`config.mk`:
```
export PLATFORM = sky130hd
export DESIGN_NAME = serial_add_ctrl
export DESIGN_NICKNAME = d
export VERILOG_FILES = /design/src/rtl/serial_add_ctrl.sv
export SDC_FILE = /design/constraint.sdc
export NUM_CORES = 1
export LEC_CHECK = 0
export BUFFER_PORTS_ARGS = -buffer_cell sky130_fd_sc_hd__buf_2
export CAP_MARGIN = 0
export CORE_MARGIN = 2
export CORE_UTILIZATION = 30
export CTS_CLUSTER_SIZE = 30
export DETAILED_ROUTE_END_ITERATION = 16
export PLACE_DENSITY_LB_ADDON = 0.05
export SETUP_SLACK_MARGIN = 0.02
export SLEW_MARGIN = 10
export SYNTH_ARGS = -nofsm -noshare
export SYNTH_HDL_FRONTEND = slang
export SYNTH_SLANG_ARGS = --single-unit
export TNS_END_PERCENT = 5
```
`constraint.sdc`:
```
create_clock -name clk -period 2.1 [get_ports clk]
set_input_delay 0.105 -clock clk [delete_from_list [all_inputs] [get_ports clk]]
set_output_delay 0.105 -clock clk [all_outputs]
set_load 0.02 [all_outputs]
```
`src/rtl/serial_add_ctrl.sv`:
```
// Multi-cycle wide adder controller: drives one external WORD_BITS adder slice per cycle and
// ripples the carry through a register. Optional subtract mode under SERIAL_ADD_SUB_EN.
module serial_add_ctrl #(
   parameter int unsigned WORD_BITS = 4,
   parameter int unsigned NUM_WORDS = 4
) (
   input  logic                           clk,
   input  logic                           rst,
   input  logic                           start,
`ifdef SERIAL_ADD_SUB_EN
   input  logic                           sub,
`endif
   input  logic [WORD_BITS*NUM_WORDS-1:0] op_a,
   input  logic [WORD_BITS*NUM_WORDS-1:0] op_b,
   input  logic                           carry_in,
   output logic                           busy,
   output logic                           done,
   output logic [WORD_BITS*NUM_WORDS-1:0] result,
   output logic                           overflow,
   output logic [WORD_BITS-1:0]           add_a,
   output logic [WORD_BITS-1:0]           add_b,
   output logic                           add_cin,
   input  logic [WORD_BITS-1:0]           add_sum,
   input  logic                           add_ovf
);

   localparam int unsigned W     = WORD_BITS * NUM_WORDS;
   localparam int unsigned IDX_W = (NUM_WORDS > 1) ? $clog2(NUM_WORDS) : 1;
   localparam logic [IDX_W-1:0] LAST_IDX = IDX_W'(NUM_WORDS - 1);

   localparam logic [1:0] ST_IDLE = 2'd0;
   localparam logic [1:0] ST_CALC = 2'd1;
   localparam logic [1:0] ST_DONE = 2'd2;

   logic [1:0]       state_q, state_d;
   logic [IDX_W-1:0] idx_q, idx_d;
   logic [W-1:0]     a_q, a_d;
   logic [W-1:0]     b_q, b_d;
   logic             carry_q, carry_d;
   logic [W-1:0]     partial_q, partial_d;
   logic [W-1:0]     result_q, result_d;
   logic             overflow_q, overflow_d;

   logic             accept;
   logic             last_slice;
   logic [W-1:0]     b_load;
   logic             cin_load;
   logic [W-1:0]     merged;

   assign accept     = start && ((state_q == ST_IDLE) || (state_q == ST_DONE));
   assign last_slice = (idx_q == LAST_IDX);

`ifdef SERIAL_ADD_SUB_EN
   // Subtraction as A + ~B + 1; the final carry-out then means "no borrow".
   assign b_load   = sub ? ~op_b : op_b;
   assign cin_load = sub ? 1'b1 : carry_in;
`else
   assign b_load   = op_b;
   assign cin_load = carry_in;
`endif

   // Partial sum with the slice currently on the adder already folded in.
   always_comb begin
      merged = partial_q;
      merged[idx_q*WORD_BITS +: WORD_BITS] = add_sum;
   end

   always_comb begin
      state_d    = state_q;
      idx_d      = idx_q;
      a_d        = a_q;
      b_d        = b_q;
      carry_d    = carry_q;
      partial_d  = partial_q;
      result_d   = result_q;
      overflow_d = overflow_q;
      case (state_q)
         ST_IDLE, ST_DONE: begin
            if (accept) begin
               a_d       = op_a;
               b_d       = b_load;
               carry_d   = cin_load;
               idx_d     = '0;
               partial_d = '0;
               state_d   = ST_CALC;
            end else begin
               state_d = ST_IDLE;
            end
         end
         ST_CALC: begin
            partial_d = merged;
            carry_d   = add_ovf;
            idx_d     = idx_q + 1'b1;
            if (last_slice) begin
               result_d   = merged;
               overflow_d = add_ovf;
               idx_d      = '0;
               state_d    = ST_DONE;
            end
         end
         default: state_d = ST_IDLE;
      endcase
   end

   always_ff @(posedge clk or posedge rst) begin
      if (rst) begin
         state_q    <= ST_IDLE;
         idx_q      <= '0;
         a_q        <= '0;
         b_q        <= '0;
         carry_q    <= 1'b0;
         partial_q  <= '0;
         result_q   <= '0;
         overflow_q <= 1'b0;
      end else begin
         state_q    <= state_d;
         idx_q      <= idx_d;
         a_q        <= a_d;
         b_q        <= b_d;
         carry_q    <= carry_d;
         partial_q  <= partial_d;
         result_q   <= result_d;
         overflow_q <= overflow_d;
      end
   end

   assign busy     = (state_q == ST_CALC);
   assign done     = (state_q == ST_DONE);
   assign result   = result_q;
   assign overflow = overflow_q;

   // Adder is only driven while calculating; quiet otherwise.
   always_comb begin
      add_a   = '0;
      add_b   = '0;
      add_cin = 1'b0;
      if (state_q == ST_CALC) begin
         add_a   = a_q[idx_q*WORD_BITS +: WORD_BITS];
         add_b   = b_q[idx_q*WORD_BITS +: WORD_BITS];
         add_cin = carry_q;
      end
   end

endmodule

```
==> out/metrics.csv, run 1 <==
stage,metric,value,unit
synth,ys_seq_area_frac,0.5291,
die,initial_utilization,0.3067,
sta,max_slew.worst_pin.slew,0.4168,ns
worst_hold_path,hp-class,in -> reg,
sta,finalSetupTns,0,ns
critical_path,r2r_end,partial_q[13],
sta,hold_viol_final,0,
drt,drc,0,
synth,synth_flop_cell,dfrtp_1,
drt,routedWlPerCell,14.21,um
die,die_h,109.1,um
sta,period_minus_slack,1.919,ns
clocking,clk_latency,0.34,ns
placed_design,dp_hpwl,5281,um
sta,rsz0062_at_grt,no,
grt,grt.total_usage,0.1534,
cells_and_area,nFillCells,1094,
sta,skew,0.01094,ns
worst_hold_path,worstHoldStart,add_ovf,
grt,antenna_found_initial,0,
drt,dr.pass1.iters,4,
cells_and_area,n_antenna_cell,0,
synth,synth.avg_cell_area,9.972,um^2
drt,finalWirelength,8143,um
drt,via_count,2678,
grt,grt_start_max_net_pins,71,
drt,vias_per_cell,4.674,
synth,yosysTopAreaCell,dfrtp_1,
drt,postRouteAntennaNets,0,
placed_design,place_area,0.003794,mm^2
power_and_ir_drop,p_leak,2.100,nW
synth,syn_nets,379,
clocking,clock_sinks,70,
clocking,clkTransAtPathRegs,0.08,ns
run,maxCapViolCount,0,
cells_and_area,final_util,0.4017,
synth,ys_ff_latch,70,
synth,async_flop_share,1.000,
placed_design,port_buffers,68,
clocking,cts_tree,done,
sta,finalSetupViolCount,0,
worst_hold_path,min_to,overflow,
critical_path,cp.arrival,1.81,ns
critical_path,r2r_slack,0.31,ns
placed_design,dp_cells,525,
sta,drv_slew,0,
synth,synthMostInstantiatedCell,nand2_1,
placed_design,pre_cts_ws,0.3278,ns
cells_and_area,finish.instance_area,0.004335,mm^2
worst_hold_path,hold_depth,2,
synth,synth-edff-count,0,
power_and_ir_drop,power,6.369,mW
drt,initialDrtViolationCount,81,
clocking,clock_path_buffers,2,
critical_path,cp_max_fo,16,
sta,whs,0.02744,ns
critical_path,r2r_cells,5,
sta,min_period_over_period,0.9139,
grt,grt_pass1_wl,13940,um
die,num_rows,38,
critical_path,required,2.00,ns
placed_design,gp_congestion,0.7551,
clocking,root_buffer,clkbuf_8,
synth,synth_cell_type_count,32,
sta,max_freq,521.1,MHz
synth,synth_area,0.003311,mm^2
cells_and_area,final_cell_count_no_fill,573,
synth,synth_common_cells,"nand2_1 (101), dfrtp_1 (70), nor2_1 (14), a32o_1 (12), inv_1 (12)",
die,die-area,0.01189,mm^2
critical_path,worstReg2RegStart,idx_q[0],
cells_and_area,area_growth,30.95,%
clocking,cts.htree.levels,3,
power_and_ir_drop,irDropWorstVdd,0.5427,mV
grt,grt_pass1_vias,2762,
clocking,cts-buffers-inserted,9,
power_and_ir_drop,powerDensity,1469,mW/mm^2
die,ioPinCount,69,
die,die_x,109.1,um
synth,synth.area.top_cells,"dfrtp_1 (53%), nand2_1 (11%), mux4_2 (4.1%), a32o_1 (3.6%), ha_1 (2.3%)",
critical_path,cp-end-kind,output port,
status,outcome,completed,
sta,slew-limit-headroom,0.7142,
sta,fin_ws,0.1808,ns
grt,grt_overflow,0,
critical_path,startpoint_type,register,
cells_and_area,drive_above_1_share,0.2425,
synth,synth_top_cell_area_share,0.5291,
critical_path,crit_type,reg -> out,
synth,yosysWarnings,0,
cells_and_area,layout.nets,476,
die,core-area,0.01079,mm^2
synth,syn_inst,332,
## logic make-up after synthesis
| family | synth area share |
|---|---|
| buffers and inverters | 0.05291 |
| multiplexers | 0.07256 |
| adder cells (fa/ha/maj) | 0.02268 |
| AO/OA/AOI/OAI | 0.09561 |
| AND/OR/NAND/NOR | 0.2271 |
| flip-flops | 0.5291 |
## worst max path at each step
stage                     from             to  slack, ns  depth (start not counted)
floorplan                  rst         a_q[0]       0.23                          1
global placement      idx_q[0]   partial_q[8]       0.32                          5
detailed placement    idx_q[1]  partial_q[10]       0.33                          5
CTS                   idx_q[0]       add_b[3]       0.09                          4
global route        state_q[1]       add_b[1]       0.03                          5
finish                idx_q[0]       add_b[3]       0.18                          4
## critical path: stages (launching register included)
cell and delay [ns]:
dfrtp_1 0.36, buf_6 0.20, mux4_1 0.59, and2_1 0.17
buf_2 0.15
## cell type report
| class | count | area [um^2] | area share |
|---|---|---|---|
| Clock buffer | 12 | 165.2 | 0.03810 |
| Inverter | 12 | 45.04 | 0.01039 |
| Clock inverter | 3 | 42.54 | 0.009812 |
| Multi-Input combinational cell | 224 | 1386 | 0.3198 |
| Sequential cell | 70 | 1752 | 0.4040 |
| Tap cell | 140 | 175.2 | 0.04040 |
| Timing Repair Buffer | 112 | 769.5 | 0.1775 |
## state kept, by name, indices dropped and copies added (netlist names)
| register | flops |
|---|---|
| result | 16 |
| overflow | 1 |
| state_q | 2 |
| a_q | 16 |
| idx_q | 2 |
| b_q | 16 |
| partial_q | 16 |
| carry_q | 1 |
## what timing repair did
action,4_1_cts,5_1_grt
hold endpoints to repair,102,0
gates resized for setup,0,1
endpoints found under the setup margin,0,1
hold buffers,33,0
buffers inserted,0,0
## per-layer routing
| layer | part of all wire | routed length [um] | GRT usage | vias to the layer above |
|---|---|---|---|---|
| li1 | - | - | - | 1317 |
| met1 | 0.48 | 3941 | 0.2020 | 1295 |
| met2 | 0.46 | 3765 | 0.2511 | 56 |
| met3 | 0.038 | 310 | 0.02929 | 10 |
| met4 | 0.015 | 125 | 0.05495 | 0 |
| met5 | 0 | 0 | 0 | - |
## report_power, final
part	switching, mW	internal, mW
clock	0.509	0.638
combinational	1.75	1.24
sequential	0.292	1.94
## placed cells by master (no fill, tap or decap), types with 2 or more instances in the layout
master           n
a32o_1          12
nor2b_1          6
and2_1           9
mux4_1           2
dfrtp_1         70
ha_1             6
clkbuf_8        12
dlygate4sd3_1   33
nand2_1        101
nor2_1          14
o31ai_1          2
o21ai_0          5
o22ai_1          5
nand2b_1        10
a31oi_1          8
inv_1           11
mux2_2           2
buf_2           68
and4b_1          4
and3b_1          2
nand4_1          8
buf_4            9
o22a_1           4
a21oi_1          8
mux2i_1          3
mux4_2           6
nand3_1          2
Power figures use the tool's default switching activity.
==> run 2: changes to the inputs <==
ABC_AREA = 1   (was not set)
CTS_CLUSTER_DIAMETER = 40   (was not set)
==> out/metrics.csv, run 2 <==
stage,metric,value,unit,change
status,outcome,completed,,unchanged
die,die-area,0.01222,mm^2,was 0.01189 mm^2
power_and_ir_drop,p_leak,2.415,nW,was 2.100 nW
sta,skew,0.006370,ns,was 0.01094 ns
sta,max_freq,575.3,MHz,was 521.1 MHz
critical_path,startpoint_type,register,,unchanged
die,die_x,110.6,um,was 109.1 um
synth,synth_common_cells,"nand2_1 (209), dfrtp_1 (70), nor2_1 (52), inv_1 (27), nand3_1 (25)",,"was nand2_1 (101), dfrtp_1 (70), nor2_1 (14), a32o_1 (12), inv_1 (12)"
power_and_ir_drop,powerDensity,1581,mW/mm^2,was 1469 mW/mm^2
synth,yosysTopAreaCell,dfrtp_1,,unchanged
synth,syn_nets,499,,was 379
drt,initialDrtViolationCount,154,,was 81
critical_path,cp.arrival,1.63,ns,was 1.81 ns
clocking,cts-buffers-inserted,9,,unchanged
critical_path,path_depth,6,,was 4
clocking,root_buffer,clkbuf_16,,was clkbuf_8
sta,whs,0.006874,ns,was 0.02744 ns
placed_design,dp_cells,650,,was 525
clocking,clock_sinks,70,,unchanged
placed_design,pre_cts_ws,0.3646,ns,was 0.3278 ns
drt,finalWirelength,8687,um,was 8143 um
clocking,cts_tree,done,,unchanged
grt,grt_pass1_vias,3104,,"was 2,762"
drt,via_count,2970,,"was 2,678"
cells_and_area,layout_common_cells,"nand2_1 (209), dfrtp_1 (70), buf_2 (68)",,"was nand2_1 (101), dfrtp_1 (70), buf_2 (68)"
run,maxCapViolCount,0,,unchanged
placed_design,port_buffers,68,,unchanged
drt,dr.pass1.iters,4,,unchanged
sta,finalSetupViolCount,0,,unchanged
synth,syn_inst,452,,was 332
drt,vias_per_cell,4.433,,was 4.674
synth,async_flop_share,1.000,,unchanged
sta,hold_viol_final,0,,unchanged
critical_path,worstPathCellList,"buf_4, nor2_1, nor2_1, o21ai_0, a21oi_1, buf_2",,"was buf_6, mux4_1, and2_1, buf_2"
die,num_rows,38,,unchanged
synth,synth_area,0.003406,mm^2,was 0.003311 mm^2
synth,synth_cell_type_count,19,,was 32
clocking,cts_resized,0,,unchanged
critical_path,cpMostUsedCell,nor2_1,,
sta,drv_slew,0,,unchanged
drt,postRouteAntennaNets,0,,unchanged
synth,ys_ff_latch,70,,unchanged
synth,synth.avg_cell_area,7.535,um^2,was 9.972 um^2
sta,rsz0062_at_grt,no,,unchanged
die,ioPinCount,69,,unchanged
cells_and_area,layout.nets,572,,was 476
clocking,clock_path_buffers,2,,unchanged
power_and_ir_drop,power,6.684,mW,was 6.369 mW
cells_and_area,n_antenna_cell,0,,unchanged
drt,routedWlPerCell,12.97,um,was 14.21 um
sta,period_minus_slack,1.738,ns,was 1.919 ns
worst_hold_path,hp-class,in -> reg,,unchanged
critical_path,cp-end-kind,output port,,unchanged
clocking,cts.htree.levels,3,,unchanged
grt,grt.total_usage,0.1555,,was 0.1534
sta,slew-limit-headroom,0.6117,,was 0.7142
critical_path,max_stage_delay,0.34,ns,was 0.59 ns
synth,ys_seq_area_frac,0.5143,,was 0.5291
synth,synth-edff-count,0,,unchanged
die,initial_utilization,0.3114,,was 0.3067
die,die_h,110.6,um,was 109.1 um
cells_and_area,area_growth,24.10,%,was 30.95%
placed_design,dp_hpwl,6161,um,was 5281 um
cells_and_area,final_cell_count_no_fill,670,,was 573
sta,max_slew.worst_pin.slew,0.5816,ns,was 0.4168 ns
grt,grt_overflow,0,,unchanged
sta,min_period_over_period,0.8277,,was 0.9139
critical_path,cp_max_fo,33,,was 16
grt,grt_start_max_net_pins,34,,was 71
critical_path,crit_type,reg -> out,,unchanged
sta,finalSetupTns,0,ns,unchanged
clocking,clkTransAtPathRegs,0.06,ns,was 0.08 ns
critical_path,required,2.00,ns,about the same
grt,antenna_found_initial,0,,unchanged
critical_path,r2r_cells,7,,was 5
critical_path,cp_num_buf_inv,2,,unchanged
drt,drc,0,,unchanged
power_and_ir_drop,irDropWorstVdd,0.6934,mV,was 0.5427 mV
synth,synth_flop_cell,dfrtp_1,,unchanged
cells_and_area,drive_above_1_share,0.1868,,was 0.2425
sta,fin_ws,0.3617,ns,was 0.1808 ns
worst_hold_path,hold_depth,3,,was 2
cells_and_area,layout_commonest_cell,nand2_1,,unchanged
synth,yosysWarnings,0,,unchanged
die,core-area,0.01094,mm^2,was 0.01079 mm^2
synth,synth.area.top_cells,"dfrtp_1 (51%), nand2_1 (23%), nor2_1 (5.7%), nand3_1 (3.7%), inv_1 (3.0%)",,"was dfrtp_1 (53%), nand2_1 (11%), mux4_2 (4.1%), a32o_1 (3.6%), ha_1 (2.3%)"
synth,synthMostInstantiatedCell,nand2_1,,unchanged
synth,synth_top_cell_area_share,0.5143,,was 0.5291
critical_path,crit_family,buffers and inverters,,was multiplexers
critical_path,slowest_stage,dfrtp_1,,was mux4_1
clocking,clk_latency,0.33,ns,was 0.34 ns
grt,grt_pass1_wl,15310,um,"was 13,940 um"
placed_design,gp_congestion,0.7729,,was 0.7551
-- run 2: cell count changes after synthesis, moves of 6 or more --
| cell | before | now |
|---|---|---|
| a21oi_1 | 8 | 20 |
| a31oi_1 | 8 | 0 |
| a32o_1 | 12 | 0 |
| and2_1 | 9 | 0 |
| inv_1 | 12 | 27 |
| mux4_2 | 6 | 0 |
| nand2_1 | 101 | 209 |
| nand2b_1 | 10 | 0 |
| nand3_1 | 2 | 25 |
| nor2_1 | 14 | 52 |
| nor2b_1 | 7 | 0 |
-- run 2: final timing paths --
check                          from      endpoint  slack (ns)
max                        idx_q[0]      add_a[3]        0.36
min                        op_b[15]       b_q[15]       0.007
max reg2reg                idx_q[0]    result[12]        0.40
min reg2reg                 a_q[15]       a_q[15]        0.46
max in group asynchronous       rst  partial_q[2]        1.11
min in group asynchronous       rst       b_q[11]        0.39
-- run 2: cells by family after synthesis --
logic type,share of synthesized area
and+or+nand+nor,0.3409
AOI/OAI and AO/OA,0.04849
adders and majority gates,0.02204
DFF,0.5143
buffers and inverters,0.07421
-- run 2: power by group --
group / total, mW / switching (mW) / internal [mW]
Clock: 1.53 / 0.548 / 0.983
Combinational: 2.93 / 2.01 / 0.924
Sequential: 2.22 / 0.280 / 1.94
-- run 2: repair_timing --
action | 4_1_cts | 5_1_grt
hold buffers | 4 | 0
buffers inserted | 0 | 0
endpoints found under the hold margin | 27 | 0
-- run 2: layer usage --
layer,share of wire,global-route usage
met1,0.48,0.2060
met2,0.47,0.2503
met3,0.039,0.03622
met4,0.0090,0.05250
met5,0,0
-- run 2: layout make-up --
cell class / count / area (um^2)
fillers: 1189 / 6709
multi-input cells: 329 / 1401
clock inverters: 3 / 42.54
repair buffers: 83 / 475.5
flip-flops and latches: 70 / 1752
well taps: 140 / 175.2
inverters: 32 / 120.1
clock buffers: 13 / 260.3
-- run 2: worst register-to-register path, delay by kind of cell, from the launching register on --
kind                       cells  cell delay (ns)
and+or+nand+nor                3             0.43
adders and majority gates      1             0.20
DFF                            1             0.34
buffers and inverters          3             0.62
-- run 2: stage by stage --
step,utilization,instance area [um^2]
6_report,0.3865,4227
3_5_place_dp,0.3551,3884
2_1_floorplan,-,3406
3_3_place_gp,0.3551,3884
4_1_cts,0.3865,4227
5_1_grt,0.3865,4227
